<file path="src/rtl/alu_issue_stage.sv">
// alu_issue_stage
//   Operand-fetch, issue and writeback controller placed in front of the ALU.
//   Accepts one instruction per handshake, reads operands from an 8 x 32
//   register file (or a sign-extended immediate), drives the ALU, waits a
//   fixed latency, then writes the result back and latches the ALU status.
//   Only one instruction is ever in flight.
//
// Ports
//   Clock        in   1   rising-edge clock
//   Reset_n      in   1   asynchronous active-low reset
//   InstrIn      in  32   {opcode[31:26], rd[25:23], rs[22:20], rt[19:17],
//                          imm_sel[16], imm[15:0]}
//   InstrValid   in   1   InstrIn is valid
//   InstrReady   out  1   block can accept an instruction (registered)
//   OPCode       out  6   opcode to ALU (NOP_OP when idle)
//   DataA        out 32   operand A to ALU
//   DataB        out 32   operand B to ALU
//   ResultC      in  32   ALU result
//   Status       in   4   ALU status {Over, Carry, Zero, Neg}
//   StatusReg    out  4   status of the last retired instruction
//   Done         out  1   one-cycle pulse after an instruction retires
//   DbgAddr      in   3   debug read address
//   DbgData      out 32   combinational read of regfile[DbgAddr]
//
// State | meaning
// IDLE  | ready for an instruction; captures InstrIn on handshake
// ISSUE | operands and opcode registered onto the ALU inputs
// WAIT  | ALU latency countdown, ALU inputs held stable
// WB    | result written to rd, status latched, opcode returns to NOP

module alu_issue_stage #(
  parameter int unsigned ALU_LATENCY = 1,
  parameter logic [5:0]  NOP_OP      = 6'b111111
) (
  input  logic        Clock,
  input  logic        Reset_n,
  input  logic [31:0] InstrIn,
  input  logic        InstrValid,
  output logic        InstrReady,
  output logic [5:0]  OPCode,
  output logic [31:0] DataA,
  output logic [31:0] DataB,
  input  logic [31:0] ResultC,
  input  logic [3:0]  Status,
  output logic [3:0]  StatusReg,
  output logic        Done,
  input  logic [2:0]  DbgAddr,
  output logic [31:0] DbgData
);

  localparam logic [2:0] LAT = 3'(ALU_LATENCY);

  typedef enum logic [1:0] {
    S_IDLE,
    S_ISSUE,
    S_WAIT,
    S_WB
  } state_t;

  state_t      r_state;
  state_t      w_next;

  logic        r_ready;
  logic        r_done;
  logic [31:0] r_instr;
  logic [2:0]  r_cnt;
  logic [5:0]  r_opcode;
  logic [31:0] r_data_a;
  logic [31:0] r_data_b;
  logic [3:0]  r_status;
  logic [31:0] r_rf [8];

  logic        w_accept;
  logic [5:0]  w_opcode;
  logic [2:0]  w_rd;
  logic [2:0]  w_rs;
  logic [2:0]  w_rt;
  logic        w_imm_sel;
  logic [15:0] w_imm;
  logic [31:0] w_imm_sext;

  assign w_opcode   = r_instr[31:26];
  assign w_rd       = r_instr[25:23];
  assign w_rs       = r_instr[22:20];
  assign w_rt       = r_instr[19:17];
  assign w_imm_sel  = r_instr[16];
  assign w_imm      = r_instr[15:0];
  assign w_imm_sext = {{16{w_imm[15]}}, w_imm};

  // InstrReady is only ever high in IDLE, so it alone qualifies the handshake
  // (it is still low during the first IDLE cycle after reset).
  assign w_accept = (r_state == S_IDLE) && InstrValid && r_ready;

  always_ff @(posedge Clock or negedge Reset_n) begin
    if (!Reset_n) begin
      r_state <= S_IDLE;
    end else begin
      r_state <= w_next;
    end
  end

  always_comb begin
    w_next = r_state;
    case (r_state)
      S_IDLE:  if (w_accept) w_next = S_ISSUE;
      S_ISSUE: w_next = S_WAIT;
      S_WAIT:  if (r_cnt == 3'd1) w_next = S_WB;
      S_WB:    w_next = S_IDLE;
      default: w_next = S_IDLE;
    endcase
  end

  always_ff @(posedge Clock or negedge Reset_n) begin
    if (!Reset_n) begin
      r_ready  <= 1'b0;
      r_done   <= 1'b0;
      r_instr  <= '0;
      r_cnt    <= '0;
      r_opcode <= NOP_OP;
      r_data_a <= '0;
      r_data_b <= '0;
      r_status <= '0;
      for (int i = 0; i < 8; i++) r_rf[i] <= '0;
    end else begin
      // Ready tracks the state being entered, so it is already high in the
      // Done cycle and the next handshake can land L+3 edges after the last.
      r_ready <= (w_next == S_IDLE);
      r_done  <= (r_state == S_WB);
      if (w_accept) r_instr <= InstrIn;
      case (r_state)
        S_ISSUE: begin
          r_data_a <= r_rf[w_rs];
          r_data_b <= w_imm_sel ? w_imm_sext : r_rf[w_rt];
          r_opcode <= w_opcode;
          r_cnt    <= LAT;
        end
        S_WAIT: begin
          r_cnt <= r_cnt - 3'd1;
        end
        S_WB: begin
          // Entry 0 is never written, so it stays zero and reads of R0 need no mux.
          if (w_rd != 3'd0) r_rf[w_rd] <= ResultC;
          r_status <= Status;
          r_opcode <= NOP_OP;
        end
        default: ;
      endcase
    end
  end

  assign InstrReady = r_ready;
  assign Done       = r_done;
  assign OPCode     = r_opcode;
  assign DataA      = r_data_a;
  assign DataB      = r_data_b;
  assign StatusReg  = r_status;
  assign DbgData    = (DbgAddr == 3'd0) ? 32'd0 : r_rf[DbgAddr];

endmodule

</file>
<file path="config.mk">
export PLATFORM = sky130hd
export DESIGN_NAME = alu_issue_stage
export DESIGN_NICKNAME = d
export VERILOG_FILES = /design/src/rtl/alu_issue_stage.sv
export SDC_FILE = /design/constraint.sdc
export NUM_CORES = 1
export LEC_CHECK = 0
export BUFFER_PORTS_ARGS = -buffer_cell sky130_fd_sc_hd__buf_4
export CAP_MARGIN = 20
export CORE_MARGIN = 1.5
export CORE_UTILIZATION = 27
export DETAILED_ROUTE_END_ITERATION = 16
export SYNTH_ARGS = -nofsm -noshare
export SYNTH_HDL_FRONTEND = slang
export SYNTH_SLANG_ARGS = --single-unit
export TNS_END_PERCENT = 30
</file>
<file path="constraint.sdc">
create_clock -name Clock -period 2.08 [get_ports Clock]
set_input_delay 0.416 -clock Clock [delete_from_list [all_inputs] [get_ports Clock]]
set_output_delay 0.416 -clock Clock [all_outputs]
set_load 0.02 [all_outputs]
</file>
==> flow_summary.json <==
{
  "ys_seq_area_share_pct": 47.8,
  "crit_chain": "mux4_2, nand2_1, o21ai_2, buf_6",
  "clockRootBuffer": "clkbuf_16",
  "worst-path-max-fanout": 4,
  "cp_num_buf_inv": 1,
  "drt-initial-drc-count": 1144,
  "switchingPower_mw": 15.8,
  "sw_frac_of_total_pct": 37.5,
  "worst_setup_path_end_kind": "output port",
  "port_buffers": 181,
  "die_area_sq_um": 73300,
  "io_pins": 182,
  "htreeDepth": 2,
  "final_nets": 1738,
  "layout_common_cells": "dfrtp_1 (357), mux2_2 (299), buf_4 (297)",
  "std_cell_rows": 97,
  "powerDensity_nw_per_um2": 1700,
  "syn_area_sq_um": 19300,
  "drt_pass1_iterations": 5,
  "cp_slowest_cell": "mux4_2",
  "synth.distinct_cells": 42,
  "drive_gt1_share_pct": 55.2,
  "synthAdderAreaFrac_pct": 0.388,
  "core_sq_um": 70500,
  "critPathKind": "flip-flop to output port",
  "yosys.area.top_type_share_pct": 47.0,
  "drtAntennaViolNets": 0,
  "n_fill_cell": 6790,
  "synth-simple-area-share_pct": 3.47,
  "ir_worst_vdd_mv": 1.14,
  "critPathLaunchType": "flip-flop",
  "synth_compound_area_share_pct": 7.38,
  "slowest_delay_ns": 0.49,
  "status": "finished with violations",
  "fin_crit_ns": 2.23,
  "clock_power_share_pct": 18.5,
  "cts_tree": "done",
  "grt_pass1_vias": 14400,
  "hold_class": "primary input to flip-flop",
  "grt_max_degree": 49,
  "viasPerCell": 5.16,
  "synth_xor_area_share_pct": 0,
  "seqPwrFrac_pct": 32.6,
  "finClkSkew_ns": 0.0289,
  "vias": 13600,
  "syn_to_final_growth_pct": 28.1,
  "setup_ws_ns": -0.153,
  "synth.area.top_cells": "dfrtp_1 (47%), mux2_2 (17%), mux4_2 (13%), mux2i_1 (5.3%), a22oi_1 (1.9%)",
  "final_util_pct": 35.1,
  "worst_slew_pin_slew_ns": 0.649,
  "p_leak_nw": 10.5,
  "violations": "negative setup slack",
  "initial_utilization_pct": 27.4,
  "clockBufferDepth": 3,
  "syn-num-nets": 1483,
  "grtUsageTotal_pct": 16.8,
  "wirelength_mm": 62.3,
  "relSlewSlack_pct": 56.7,
  "holdWs_ns": 0.0598,
  "muxShareOfSynthArea_pct": 36.9,
  "fmax_mhz": 448,
  "wire_per_inst_um": 23.7,
  "synth_top_family_by_area": "multiplexers",
  "intPower_mw": 26.3,
  "dp.cells": 2489,
  "synthFlopType": "dfrtp_1",
  "rsz0062_at_grt": "yes",
  "critPathRequiredTime_ns": 1.66,
  "ys_async_sr_fraction_pct": 100,
  "clk_latency_ns": 0.59,
  "die_x_um": 271,
  "ys_ff_latch": 369,
  "power.total_mw": 42.1,
  "overflow": 0,
  "dp_hpwl_mm": 40.6,
  "layoutNonFillerInstCount": 2633,
  "layout_worst_path_cycle_share_pct": 107,
  "place_congestion": 0.807,
  "pwr-share-comb_pct": 49.0,
  "antenna_found_initial": 3,
  "finalHoldViolations": 0,
  "avgSynthCellArea_sq_um": 13.8,
  "cp_top_family": "multiplexers",
  "layout_commonest_cell": "dfrtp_1",
  "slew_viol_final": 0,
  "die_y_um": 271,
  "numCtsBuffers": 44,
  "path_clk_slew_ns": 0.06,
  "yosys.area.top_type": "dfrtp_1",
  "yosys_warnings": 0,
  "cts_sinks": 369,
  "drc": 0,
  "synth_edf_count": 0,
  "syn_inst": 1403,
  "grt_pass1_wl_mm": 93.5,
  "cap_violations": 0,
  "crit_arrival_ns": 1.82,
  "setup_viol": 32
}
## through the flow
| step | setup WS, ns | setup TNS (ns) | instance area [sq um] |
|---|---|---|---|
| floorplan | -0.0450 | -0.720 | 19300 |
| global placement | -0.322 | -4.16 | 22700 |
| detailed placement | -0.322 | -4.43 | 22700 |
| CTS | -0.240 | -5.13 | 24500 |
| global route | -0.195 | -5.24 | 24800 |
| finish | -0.153 | -3.33 | 24800 |
## cell type report
type	instances	area (sq um)	area share [%]
Sequential cell	369	9260	37.4
Clock buffer	61	1220	4.94
Tap cell	940	1180	4.75
Antenna cell	1	2.50	0.0101
Inverter	5	18.8	0.0757
Timing Repair Buffer	363	3360	13.6
Clock inverter	19	220	0.889
Multi-Input combinational cell	875	9520	38.4
## synth_stat cells, types with 7 or more instances
cell type and number:
a21oi_1 43, a221oi_1 11, a22oi_1 50, a31o_2 9, buf_1 12, buf_2 37
buf_4 19, clkbuf_1 79, dfrtp_1 363, mux2_1 11, mux2_2 299, mux2i_1 102
mux4_2 113, nand2_1 48, nand3b_1 7, nor2_1 45, nor2b_1 12, o21ai_0 42
o221a_2 13, or3_1 16
## worst paths after layout
kind	endpoint	depth (start not counted)	slack, ns	from
setup / recovery	DbgData[13]	4	-0.15	r_rf[13]$_DFFE_PN0P_
min in group asynchronous	r_instr[4]$_DFFE_PN0P_	2	0.33	Reset_n
hold reg to reg	r_rf[254]$_DFFE_PN0P_	0	0.40	r_rf[254]$_DFFE_PN0P_
hold / removal	r_instr[13]$_DFFE_PN0P_	2	0.06	InstrIn[13]
setup reg to reg	r_rf[100]$_DFFE_PN0P_	4	0.08	r_state[1]$_DFF_PN0_
max in group asynchronous	OPCode[3]$_DFFE_PN1P_	3	0.92	Reset_n
## sequential cells by signal, indices dropped and copies added, names as in the netlist
signal / count
DataA: 32
DataB: 32
Done: 1
InstrReady: 1
OPCode: 6
StatusReg: 4
r_cnt: 3
r_instr: 32
r_rf: 256
r_state: 2
## layer usage
metal,share of wire (%),vias up,GRT usage (%)
li1,-,5851,-
met1,43,7151,22.0
met2,49,483,27.7
met3,6.0,93,3.26
met4,2.3,4,5.40
met5,0.050,-,0
## kinds of logic after synthesis
kind of cell,count (synthesis)
compound gates,198
simple gates,140
buf+inv,159
flops,369
fa+ha+maj,6
mux,531
## what timing repair did
item	4_1_cts	5_1_grt
resized for setup	45	35
pin swaps	15	2
hold endpoints to repair	27	0
buffers inserted	40	35
hold buffers	1	0
endpoints found under the setup margin	32	32
## power groups by stage
| stage | Sequential, mW | Combinational, mW | Clock (mW) |
|---|---|---|---|
| after floorplan | 13.5 | 12.4 | 0 |
| after global placement | 13.7 | 19.0 | 0 |
| after detailed placement | 14.0 | 19.3 | 0 |
| after CTS | 13.7 | 20.2 | 7.99 |
| after global routing | 14.1 | 22.1 | 8.32 |
| final | 13.7 | 20.6 | 7.78 |
Power figures use the tool's default switching activity.
